==> src/rtl/rst_sequencer.sv <==
// rst_sequencer: root reset conditioner for one clock domain.
// Takes the board-level asynchronous active-low reset `rst`, asserts `rst_out`
// immediately, and releases it synchronously after a synchronizer chain plus a
// programmable hold stretch. Reports completion (`rst_done`) and last cause.
//
// Build option: define RST_SEQUENCER_SW_RST_EN to enable the software reset
// request (`sw_rst_req`). Without it the port exists but is ignored and RUN
// is terminal until `rst` goes low.
//
// state | meaning
// ------+----------------------------------------------------------------
// RESET | `rst` low; output asserted, counter cleared, cause = external
// SYNC  | `rst` released, waiting for the synchronizer chain to fill
// HOLD  | stretch counter running; output still asserted
// RUN   | output deasserted, `rst_done` high

module rst_sequencer #(
   parameter int SYNC_STAGES = 2,
   parameter int HOLD_CYCLES = 5,
   parameter bit ACTIVE_HIGH = 1'b1
) (
   input  logic       clk,
   input  logic       rst,
   input  logic       sw_rst_req,
   output logic       rst_out,
   output logic       rst_done,
   output logic [1:0] rst_cause
);

   localparam logic [1:0] ST_RESET = 2'd0;
   localparam logic [1:0] ST_SYNC  = 2'd1;
   localparam logic [1:0] ST_HOLD  = 2'd2;
   localparam logic [1:0] ST_RUN   = 2'd3;

   localparam logic [1:0] CAUSE_EXT = 2'b01;
   localparam logic [1:0] CAUSE_SW  = 2'b10;

   // Counter just wide enough to reach HOLD_CYCLES-1; at least one bit.
   localparam int CW = (HOLD_CYCLES < 1) ? 1 : $clog2(HOLD_CYCLES + 1);
   localparam logic [CW-1:0] CNT_LAST = CW'((HOLD_CYCLES > 1) ? HOLD_CYCLES - 1 : 0);
   localparam logic [CW-1:0] CNT_MAX  = {CW{1'b1}};

   // Value of rst_out while asserted / deasserted.
   localparam logic LVL_ASSERT   = ACTIVE_HIGH;
   localparam logic LVL_DEASSERT = ~ACTIVE_HIGH;

   logic [SYNC_STAGES-1:0] sync;
   logic [1:0]             state;
   logic [1:0]             state_nxt;
   logic [CW-1:0]          cnt;
   logic [CW-1:0]          cnt_nxt;
   logic [1:0]             cause_nxt;
   logic                   sw_req;
   logic                   hold_last;

`ifdef RST_SEQUENCER_SW_RST_EN
   assign sw_req = sw_rst_req;
`else
   // Request is deliberately dropped; nothing downstream depends on it.
   logic unused_sw_rst_req;
   assign unused_sw_rst_req = sw_rst_req;
   assign sw_req            = 1'b0;
`endif

   // HOLD_CYCLES of 0 or 1 leaves HOLD on the very next edge; a zero-cycle
   // hold still spends one cycle in HOLD after a software request so the
   // output pulse is never zero-width.
   assign hold_last = (HOLD_CYCLES <= 1) ? 1'b1 : (cnt == CNT_LAST);

   // Deassertion synchronizer: cleared by rst, fills with ones afterwards.
   always_ff @(posedge clk or negedge rst) begin
      if (!rst) begin
         sync <= '0;
      end else begin
         sync <= {sync[SYNC_STAGES-2:0], 1'b1};
      end
   end

   // Next-state, counter and cause decode.
   always_comb begin
      state_nxt = state;
      cnt_nxt   = cnt;
      cause_nxt = rst_cause;
      case (state)
         ST_RESET: begin
            state_nxt = ST_SYNC;
            cnt_nxt   = '0;
         end
         ST_SYNC: begin
            if (sync[SYNC_STAGES-1]) begin
               state_nxt = (HOLD_CYCLES == 0) ? ST_RUN : ST_HOLD;
               cnt_nxt   = '0;
            end
         end
         ST_HOLD: begin
            if (sw_req) begin
               cnt_nxt   = '0;
               cause_nxt = CAUSE_SW;
            end else if (hold_last) begin
               state_nxt = ST_RUN;
            end else if (cnt != CNT_MAX) begin
               cnt_nxt = cnt + CW'(1);
            end
         end
         ST_RUN: begin
            if (sw_req) begin
               state_nxt = ST_HOLD;
               cnt_nxt   = '0;
               cause_nxt = CAUSE_SW;
            end
         end
         default: begin
            state_nxt = ST_RESET;
            cnt_nxt   = '0;
         end
      endcase
   end

   // State, counter and cause registers; rst forces RESET from anywhere.
   always_ff @(posedge clk or negedge rst) begin
      if (!rst) begin
         state     <= ST_RESET;
         cnt       <= '0;
         rst_cause <= CAUSE_EXT;
      end else begin
         state     <= state_nxt;
         cnt       <= cnt_nxt;
         rst_cause <= cause_nxt;
      end
   end

   // Registered outputs, decoded from the next state so release lines up
   // with the RUN transition edge and no input reaches them combinationally.
   always_ff @(posedge clk or negedge rst) begin
      if (!rst) begin
         rst_out  <= LVL_ASSERT;
         rst_done <= 1'b0;
      end else begin
         rst_out  <= (state_nxt == ST_RUN) ? LVL_DEASSERT : LVL_ASSERT;
         rst_done <= (state_nxt == ST_RUN);
      end
   end

endmodule

==> config.mk <==
export PLATFORM = sky130hd
export DESIGN_NAME = rst_sequencer
export DESIGN_NICKNAME = d
export VERILOG_FILES = /design/src/rtl/rst_sequencer.sv
export SDC_FILE = /design/constraint.sdc
export NUM_CORES = 1
export LEC_CHECK = 0
export ABC_CLOCK_PERIOD_IN_PS = 2950
export BUFFER_PORTS_ARGS = -buffer_cell sky130_fd_sc_hd__clkbuf_2
export CAP_MARGIN = 40
export CORE_AREA = 2 2 39 41
export CTS_CLUSTER_SIZE = 24
export DETAILED_ROUTE_END_ITERATION = 12
export DIE_AREA = 0 0 41 43
export PLACE_DENSITY_LB_ADDON = 0.25
export SYNTH_ARGS = -nofsm -noshare
export SYNTH_HDL_FRONTEND = slang
export SYNTH_SLANG_ARGS = --single-unit
==> constraint.sdc <==
create_clock -name clk -period 2.95 [get_ports clk]
set_clock_uncertainty 0.2 [all_clocks]
set_input_delay 0 -clock clk [delete_from_list [all_inputs] [get_ports clk]]
set_output_delay 0 -clock clk [all_outputs]
set_load 0.03 [all_outputs]
**Word level (Yosys, flattened, before mapping)**

Index checks and enable logic that the tools add are counted.

- Bits in latches: 0
- Memories kept: 0
- Register bits: 9
- Output and inout bits: 4
- Word-level logic and storage cells: 26
- RAM bits: 0
- ROM bits: 0
- Bits of input ports: 3

- Bitwise gates (word level): 1
- Add/subtract/negate cells: 1
- Shifts and indexed selects: 0
- Equality and inequality tests: 9
- Reduce and logical (&&, ||, !) cells: 2
- Multiplexer cells: 8
- Divide/modulo/power cells: 0
- Multiply operators: 0
- $lt $le $gt $ge: 0

Operator list:

| operator | count |
|---|---|
| $mux W3 | 3 |
| $pmux W3 S3 | 1 |
| $pmux W2 S4 | 1 |
| $eq A2 B2 Y1 const B | 3 |
| $ne A2 B2 Y1 const B | 3 |
| $mux W2 | 2 |
| $reduce_and A4 Y1 | 1 |
| $add A3 B1 Y3 const B | 1 |
| $eq A3 B3 Y1 const B | 1 |
| $ne A3 B3 Y1 const B | 1 |
| $eq A2 B1 Y1 const B | 1 |
| $logic_not A2 Y1 | 1 |
| $mux W1 | 1 |
| $not A1 Y1 | 1 |

**Longest topological paths before layout**

Gate-level depths: netlist of the first run.

- Depth after elaboration: 5
- Depth in mapped cells: 5
- Mapped depth without buffers: 5

**Worst setup path after synthesis of the first run**

No wires, ideal clock.

- Path kind: reg2reg
- From: reg cnt[0]
- To: reg cnt[0]
- Setup time: 79 ps
- Clock period less this slack: 1,540 ps
- Slack: 1,410 ps
- Cell stages (with the launch flop): 5
- Data required time: 2,671 ps
- Buffers on the path: 0
- Data arrival time: 1,260 ps
- Cells stage by stage: dfrtp_1 > ha_1 > ha_1 > o32ai_4 > mux2i_1

- Cells in the longest elaborated chain, start to end: 4
- Elaborated cells between the ends (all ways): 9
- Classes of those cells: add/sub: 1; eq/ne: 4; mux: 3; reduce/logical: 1

RTL lines:

| what | line | RTL |
|---|---|---|
| start, declared | 50 | `logic [CW-1:0] cnt;` |
| start signal, assigned | 127 | `cnt <= cnt_nxt;` |
| $add A3 B1 Y3 | 102 | `cnt_nxt = cnt + CW'(1);` |
| $mux W3 | 101 | `end else if (cnt != CNT_MAX) begin` |
| $mux W3 | 99 | `end else if (hold_last) begin` |
| $pmux W3 S3 | 84 | `case (state)` |

Parallel ways exist; a longest one is shown, timed or not. The select of a mux whose other input is x is not followed.
A chain may end at the register's enable or synchronous reset.

**Worst setup path in the final report of the first run**

- From: reg cnt[0]
- To: reg cnt[1]

Same word-level chain as after synthesis.

==> metrics.txt, run 1 <==
# TYPE chip_impl_metric gauge
chip_impl_info{name="outcome",value="finished clean"} 1
chip_impl_metric{name="finalWirelength",unit="um"} 655
chip_impl_metric{name="layout-area-overhead-vs-synth",unit="%"} 16.4
chip_impl_metric{name="swShare",unit="%"} 34.8
chip_impl_metric{name="power.clock.fraction",unit="%"} 21.7
chip_impl_metric{name="largest_net_degree_at_the_start_of_global_routing",unit=""} 9
chip_impl_metric{name="drt-vias-per-instance",unit=""} 4.17
chip_impl_metric{name="layout.nets",unit=""} 51
chip_impl_metric{name="drt_first_iter_violations",unit=""} 3
chip_impl_metric{name="floorplan.rows",unit=""} 14
chip_impl_metric{name="yosysSeqAreaShare",unit="%"} 53.1
chip_impl_metric{name="worst_stage_delay_on_the_critical_path",unit="ns"} 0.38
chip_impl_metric{name="number_of_global_route_vias_before_repair",unit=""} 278
chip_impl_metric{name="final_layout_size_suffix_gt1_share",unit="%"} 22.7
chip_impl_metric{name="firstDrtPassIters",unit=""} 2
chip_impl_metric{name="critical_path_required",unit="ns"} 2.93
chip_impl_metric{name="htreeDepth",unit=""} 1
chip_impl_info{name="timing.critical_path.max_delay_family",value="adder cells"} 1
chip_impl_info{name="crit-reg2reg-launch",value="cnt[0]"} 1
chip_impl_metric{name="yosys_register_bits",unit=""} 9
chip_impl_metric{name="synth.cell_area",unit="sq um"} 427
chip_impl_metric{name="syn-mean-instance-area",unit="sq um"} 11.9
chip_impl_metric{name="routed-wl-met2",unit="um"} 397
chip_impl_metric{name="avgRoutedWirePerCell",unit="um"} 10.9
chip_impl_metric{name="max_freq",unit="GHz"} 0.611
chip_impl_info{name="hp-class",value="in2async"} 1
chip_impl_metric{name="vdd_drop_max",unit="uV"} 395
chip_impl_metric{name="cellLeakagePower",unit="uW"} 0.000235
chip_impl_metric{name="placed_cells_incl_taps",unit=""} 54
chip_impl_info{name="top_layer",value="met4"} 1
chip_impl_info{name="grt_setup_unrepaired",value="false"} 1
chip_impl_metric{name="first_pass_grt_wire_length",unit="mm"} 1.21
chip_impl_metric{name="grt_antenna_before_repair",unit=""} 0
chip_impl_metric{name="crit_cells",unit=""} 4
chip_impl_metric{name="finalNonFillerCells",unit=""} 60
chip_impl_metric{name="core_area",unit="sq um"} 1380
chip_impl_metric{name="grt_use_total",unit="%"} 11.1
chip_impl_info{name="timing.critical_path.from_type",value="flop"} 1
chip_impl_info{name="r2r_end",value="cnt[1]"} 1
chip_impl_info{name="cts_root_buf",value="clkbuf_4"} 1
chip_impl_metric{name="route.layer.met1.wl",unit="um"} 231
chip_impl_metric{name="gpl.final_weighted_congestion",unit=""} 0.722
chip_impl_metric{name="max-clock-path-buffers",unit=""} 2
chip_impl_metric{name="critical_path.n_buffers_inverters",unit=""} 0
chip_impl_metric{name="antenna_left",unit=""} 0
chip_impl_metric{name="initial_core_util",unit="%"} 30.8
chip_impl_info{name="cell_chain_critical_path",value="ha_1 > ha_1 > o32ai_4 > mux2i_1"} 1
chip_impl_metric{name="fin_setup_tns",unit="ns"} 0
chip_impl_metric{name="finalHoldViolations",unit=""} 0
chip_impl_info{name="cp-end-kind",value="flop"} 1
chip_impl_metric{name="num_io_pins",unit=""} 7
chip_impl_metric{name="chipHeight",unit="um"} 43
chip_impl_metric{name="clk_latency",unit="ns"} 0.25
chip_impl_info{name="worst_path_max_delay_cell",value="dfrtp_1"} 1
chip_impl_info{name="cp_common_cell",value="ha_1"} 1
chip_impl_metric{name="drt_drc_violations_left",unit=""} 0
chip_impl_metric{name="largest_fanout_on_the_critical_path",unit=""} 3
chip_impl_info{name="kind_of_critical_path",value="reg2reg"} 1
chip_impl_metric{name="number_of_buffers_created_by_cts",unit=""} 3
chip_impl_metric{name="dieArea",unit="sq um"} 1760
chip_impl_metric{name="die_w",unit="um"} 41
chip_impl_metric{name="yosys_warnings",unit=""} 0
chip_impl_metric{name="io_buffers",unit=""} 3
chip_impl_metric{name="syn_inst",unit=""} 36
chip_impl_metric{name="fin_crit",unit="ns"} 1.64
chip_impl_metric{name="fin_total_pwr",unit="uW"} 425
chip_impl_metric{name="arrival",unit="ns"} 1.61
chip_impl_metric{name="switchingPower",unit="uW"} 148
chip_impl_info{name="startpoint",value="cnt[0]"} 1
chip_impl_metric{name="synth.distinct_cells",unit=""} 16
chip_impl_metric{name="ratio_of_final_minimum_period_to_clock_period",unit="%"} 55.4
chip_impl_metric{name="comb_power_share",unit="%"} 36.1
chip_impl_metric{name="grt_overflow_total",unit=""} 0
chip_impl_metric{name="detailroute.wirelength.met3",unit="um"} 18
chip_impl_metric{name="maxcap_violations",unit=""} 0
chip_impl_metric{name="routed-via-count",unit=""} 250
chip_impl_metric{name="cell_internal_pwr",unit="uW"} 278
chip_impl_info{name="cts_tree",value="yes"} 1
chip_impl_metric{name="power_per_cell_area",unit="nW/um^2"} 856
chip_impl_metric{name="place_hpwl",unit="um"} 513
chip_impl_metric{name="maxSlewViolCount",unit=""} 0
chip_impl_metric{name="ff2ff_setup_slack",unit="ns"} 1.31
chip_impl_info{name="setup.worst_path.end",value="cnt[1]"} 1
chip_impl_metric{name="cts.clk_slew.worst_paths",unit="ns"} 0.06
chip_impl_metric{name="share_seq_of_total_power",unit="%"} 42.2
chip_impl_metric{name="depth_of_the_worst_register_to_register_path",unit=""} 4
chip_impl_metric{name="cts.sink_count",unit=""} 9
chip_impl_metric{name="antennaDiodeCount",unit=""} 0
chip_impl_metric{name="finalSetupViolations",unit=""} 0
[synthesized netlist by cell type (all sizes together)]
cell type	number	area, sq um
dfrtp	8	200
nand2	5	18.8
inv	4	15.0
ha	3	37.5
mux2i	3	30.0
and2b	2	17.5
buf	2	15.0
conb	2	7.51
a21oi	1	5.00
and2	1	8.76
dfstp	1	26.3
nand2b	1	6.26
nor2	1	3.75
o21a	1	7.51
o32ai	1	27.5
[timing repair]
| action | 4_1_cts | 5_1_grt |
|---|---|---|
| hold buffers | 2 | 0 |
| hold endpoints to repair | 9 | 0 |
| setup buffers | 0 | 0 |
| gates resized for setup | 0 | 0 |
[area by class of cell]
| cell class | count | area (sq um) |
|---|---|---|
| well taps | 16 | 20.0 |
| inverters | 4 | 15.0 |
| multi-input cells | 22 | 174 |
| fillers | 131 | 887 |
| clock buffers | 4 | 26.3 |
| flip-flops and latches | 9 | 226 |
| repair buffers | 5 | 35.0 |
[sequential cells by signal (all words and copies together), names as in the netlist]
name	cells
rst_out	1
state	2
cnt	3
sync	2
rst_done	1
[how the worst min path moves through the flow]
stage	from	endpoint	depth (start not counted)
2_1_floorplan	rst	cnt[0]	0
3_3_place_gp	rst	rst_done	1
3_5_place_dp	rst	rst_done	1
4_1_cts	rst	rst_out	2
5_1_grt	rst	rst_out	2
6_report	rst	rst_out	2
[cell families after synthesis]
family / after synthesis / synth area share, %
flops: 9 / 53.1
other cells: 2 / 1.76
fa+ha+maj: 3 / 8.80
buf+inv: 6 / 7.04
mux: 3 / 7.04
simple gates: 10 / 12.9
compound gates: 3 / 9.38
[power groups by stage]
stage,Sequential (uW),Clock (uW),Combinational (uW)
floorplan,204,0,97.3
global placement,180,0,146
detailed placement,183,0,155
CTS,180,98.0,157
global route,187,103,169
finish,180,92.3,153
[metrics by stage]
| step | utilization (%) | area (sq um) | hold WS [ns] | setup slack [ns] |
|---|---|---|---|---|
| after floorplan | - | 430 | -0.496 | 1.41 |
| after global placement | 32.5 | 450 | -0.342 | 1.35 |
| after detailed placement | 32.5 | 450 | -0.337 | 1.30 |
| after CTS | 35.9 | 497 | 0.0148 | 1.28 |
| after global routing | 35.9 | 497 | 0.0415 | 1.21 |
| final | 35.9 | 497 | 0.0329 | 1.31 |
[layer usage]
metal,global-route usage [%],vias to the layer above
met5,0,-
met2,15.6,4
met1,11.8,118
li1,-,126
met4,12.0,0
met3,3.14,2
[layout by cell type, fill, tap and decap left out]
cell type      count
a21oi_1            1
and2_4             1
and2b_1            1
and2b_4            1
clkbuf_1           1
clkbuf_2           3
clkbuf_4           3
conb_1             3
dfrtp_1            8
dfstp_2            1
dlygate4sd3_1      2
ha_1               3
inv_1              4
mux2i_1            3
nand2_1            5
nand2b_1           1
nor2_1             1
o21a_1             1
o32ai_4            1
Note: power is estimated with default switching activity, not from simulation.
==> run 2, diff against run 1 <==
--- a/config.mk
+++ b/config.mk
@@ -5,7 +5,8 @@
 export SDC_FILE = /design/constraint.sdc
 export NUM_CORES = 1
 export LEC_CHECK = 0
-export ABC_CLOCK_PERIOD_IN_PS = 2950
+export ABC_AREA = 1
+export ABC_CLOCK_PERIOD_IN_PS = 1380
 export BUFFER_PORTS_ARGS = -buffer_cell sky130_fd_sc_hd__clkbuf_2
 export CAP_MARGIN = 40
 export CORE_AREA = 2 2 39 41
==> constraint.sdc (replaced) <==
create_clock -name clk -period 1.38 [get_ports clk]
set_clock_uncertainty 0.2 [all_clocks]
set_input_delay 0 -clock clk [delete_from_list [all_inputs] [get_ports clk]]
set_output_delay 0 -clock clk [all_outputs]
set_load 0.03 [all_outputs]
==> run 2 against run 1 <==
Against the previous run: the run now ends with negative setup slack left; clock-buffer cell count did not move; combinational power rose to 2.6 times the previous value; critical path type unchanged; worst hold slack got worse by 0.019 ns; final area is 15% higher; highest routed layer unchanged; flip-flop and latch count did not move.
==> metrics.txt, run 2 <==
# TYPE chip_impl_metric gauge
chip_impl_metric{name="antennaDiodeCount",unit=""} 0
chip_impl_metric{name="finalHoldViolations",unit=""} 0
chip_impl_info{name="startpoint",value="cnt[0]"} 1
chip_impl_metric{name="io_buffers",unit=""} 3
chip_impl_metric{name="grt_overflow_total",unit=""} 0
chip_impl_info{name="cp-end-kind",value="flop"} 1
chip_impl_metric{name="finalSetupViolations",unit=""} 3
chip_impl_metric{name="max-clock-path-buffers",unit=""} 2
chip_impl_info{name="grt_setup_unrepaired",value="true"} 1
chip_impl_metric{name="synth.cell_area",unit="sq um"} 434
chip_impl_info{name="synth.top_cells.by_count",value="dfrtp_1, nand2_1, inv_1"} 1
chip_impl_metric{name="ff2ff_setup_slack",unit="ns"} -0.09
chip_impl_metric{name="yosysSeqAreaShare",unit="%"} 52.2
chip_impl_metric{name="drt_first_iter_violations",unit=""} 6
chip_impl_metric{name="chipHeight",unit="um"} 43
chip_impl_metric{name="layout-area-overhead-vs-synth",unit="%"} 31.4
chip_impl_info{name="synth_area_leader_cell",value="dfrtp_1"} 1
chip_impl_metric{name="filler_cell_count",unit=""} 135
chip_impl_metric{name="arrival",unit="ns"} 1.42
chip_impl_metric{name="number_of_buffers_created_by_cts",unit=""} 3
chip_impl_info{name="outcome",value="finished with violations"} 1
chip_impl_metric{name="cts.sink_count",unit=""} 9
chip_impl_info{name="cts_root_buf",value="clkbuf_4"} 1
chip_impl_info{name="top_register_by_number_of_flip_flops",value="cnt"} 1
chip_impl_info{name="dominantRegCellSynth",value="dfrtp_1"} 1
chip_impl_metric{name="avgRoutedWirePerCell",unit="um"} 11.1
chip_impl_metric{name="largest_register_ff_count",unit=""} 3
chip_impl_metric{name="finalWirelength",unit="um"} 833
chip_impl_metric{name="die_w",unit="um"} 41
chip_impl_info{name="cts_tree",value="yes"} 1
chip_impl_metric{name="power_per_cell_area",unit="nW/um^2"} 1770
chip_impl_info{name="setup.worst_path.end",value="cnt[1]"} 1
chip_impl_metric{name="syn_inst",unit=""} 48
chip_impl_metric{name="first_pass_grt_wire_length",unit="mm"} 1.34
chip_impl_info{name="kind_of_critical_path",value="reg2reg"} 1
chip_impl_metric{name="layout.nets",unit=""} 66
chip_impl_metric{name="netlist.area_leader.share",unit="%"} 46.1
chip_impl_info{name="biggestRegsByFlops",value="cnt: 3 flops, state: 2 flops, sync: 2 flops"} 1
chip_impl_metric{name="place_worst_setup_slack",unit="ns"} -0.127
chip_impl_metric{name="yosys_register_bits",unit=""} 9
chip_impl_metric{name="place_hpwl",unit="um"} 555
chip_impl_metric{name="num_io_pins",unit=""} 7
chip_impl_metric{name="cellLeakagePower",unit="uW"} 0.000282
chip_impl_metric{name="final_layout_size_suffix_gt1_share",unit="%"} 35.6
chip_impl_metric{name="dieArea",unit="sq um"} 1760
chip_impl_metric{name="critical_path_required",unit="ns"} 1.33
chip_impl_metric{name="yosys_warnings",unit=""} 0
chip_impl_info{name="crit-reg2reg-launch",value="cnt[0]"} 1
chip_impl_metric{name="maxcap_violations",unit=""} 0
chip_impl_info{name="hp-class",value="in2async"} 1
chip_impl_metric{name="gpl.final_weighted_congestion",unit=""} 0.851
chip_impl_metric{name="number_of_global_route_vias_before_repair",unit=""} 296
chip_impl_metric{name="initial_core_util",unit="%"} 31.4
chip_impl_metric{name="synth.distinct_cells",unit=""} 17
chip_impl_metric{name="largest_net_degree_at_the_start_of_global_routing",unit=""} 9
chip_impl_info{name="failing_checks",value="negative setup slack"} 1
chip_impl_metric{name="htreeDepth",unit=""} 1
chip_impl_metric{name="drt-vias-per-instance",unit=""} 4.32
chip_impl_info{name="most_frequent_cells_in_the_layout",value="nand2_1, dfrtp_1, inv_1, nor2_1"} 1
chip_impl_metric{name="max_freq",unit="GHz"} 0.682
chip_impl_metric{name="grt_use_total",unit="%"} 12.6
chip_impl_metric{name="routed-via-count",unit=""} 324
chip_impl_metric{name="worst_slack",unit="ns"} -0.0873
chip_impl_metric{name="firstDrtPassIters",unit=""} 4
chip_impl_metric{name="count_of_flip_flops_with_a_built_in_enable_after_synthesis",unit=""} 0
chip_impl_metric{name="cts.clk_slew.worst_paths",unit="ns"} 0.06
chip_impl_metric{name="floorplan.rows",unit=""} 14
chip_impl_metric{name="maxSlewViolCount",unit=""} 0
chip_impl_info{name="r2r_end",value="cnt[1]"} 1
chip_impl_metric{name="largest_fanout_on_the_critical_path",unit=""} 4
chip_impl_metric{name="grt_antenna_before_repair",unit=""} 0
chip_impl_metric{name="vdd_drop_max",unit="uV"} 930
chip_impl_metric{name="core_area",unit="sq um"} 1380
chip_impl_metric{name="fin_crit",unit="ns"} 1.47
chip_impl_info{name="timing.critical_path.from_type",value="flop"} 1
chip_impl_metric{name="depth_of_the_worst_register_to_register_path",unit=""} 6
chip_impl_metric{name="clk_latency",unit="ns"} 0.26
chip_impl_metric{name="antenna_left",unit=""} 0
chip_impl_metric{name="drt_drc_violations_left",unit=""} 0
chip_impl_metric{name="fin_util",unit="%"} 41.2
chip_impl_metric{name="ratio_of_final_minimum_period_to_clock_period",unit="%"} 106
chip_impl_metric{name="syn-mean-instance-area",unit="sq um"} 9.05
chip_impl_metric{name="postSynth.asyncResetShare",unit="%"} 100
chip_impl_info{name="yosys-top-cells-area",value="dfrtp_1, ha_1, nand2_1, dfstp_2, inv_1"} 1
## run 2: area by class of cell
type | count | area (sq um) | share of cell area (%)
flip-flops and latches | 9 | 226 | 39.7
repair buffers | 8 | 61.3 | 10.7
well taps | 16 | 20.0 | 3.51
multi-input cells | 29 | 203 | 35.5
inverters | 9 | 33.8 | 5.92
clock buffers | 4 | 26.3 | 4.61
## run 2: logic make-up (layout without fill, tap and decap cells)
| logic type | count (synthesis) | after routing | synth area share, % |
|---|---|---|---|
| and+or+nand+nor | 19 | 19 | 21.0 |
| DFF | 9 | 9 | 52.2 |
| buffers and inverters | 11 | 21 | 11.2 |
| other | 2 | 3 | 1.73 |
| AOI/OAI and AO/OA | 4 | 4 | 5.19 |
| adders and majority gates | 3 | 3 | 8.65 |
## run 2: critical path, cell delays in order, from the launching register on
cell	delay, ns
dfrtp_1	0.40
ha_2	0.20
ha_4	0.16
o21ai_4	0.16
nand3_2	0.12
nand2_1	0.07
nand2_1	0.05
## run 2: power by group
part | internal (uW) | switching (uW)
Combinational | 167 | 233
Sequential | 342 | 58.1
Clock | 112 | 97.7
Total | 620 | 389
## run 2: worst min path at each step
stage	endpoint	slack [ns]	depth (start not counted)
floorplan	cnt[0]	-0.50	0
detailed placement	rst_done	-0.33	1
finish	rst_out	0.01	2
global route	rst_out	0.03	2
global placement	rst_done	-0.33	1
CTS	rst_out	0.01	2
## run 2: what timing repair did
action / CTS / global route
buffers inserted: 2 / 0
pin swaps: 6 / 1
hold endpoints to repair: 9 / 0
resized for setup: 1 / 4
hold buffers: 2 / 0
endpoints found under the setup margin: 3 / 5
## run 2: per-layer routing
metal / vias up / wire length, um / part of all wire [%] / global-route usage (%)
met2: 7 / 399 / 48 / 18.1
met3: 4 / 36 / 4.3 / 7.85
met1: 146 / 375 / 45 / 13.1
met5: - / 0 / 0 / 0
met4: 0 / 22 / 2.6 / 8.00
li1: 167 / - / - / -
## run 2: through the flow
step	power, uW	cell area, sq um	hold WS, ns	std cells	setup TNS, ns
floorplan	644	464	-0.496	49	-0.0817
global placement	716	492	-0.333	67	-0.339
detailed placement	721	492	-0.325	67	-0.360
CTS	993	557	0.0145	75	-0.295
global route	1100	571	0.0330	75	-0.469
finish	1010	571	0.0136	75	-0.253
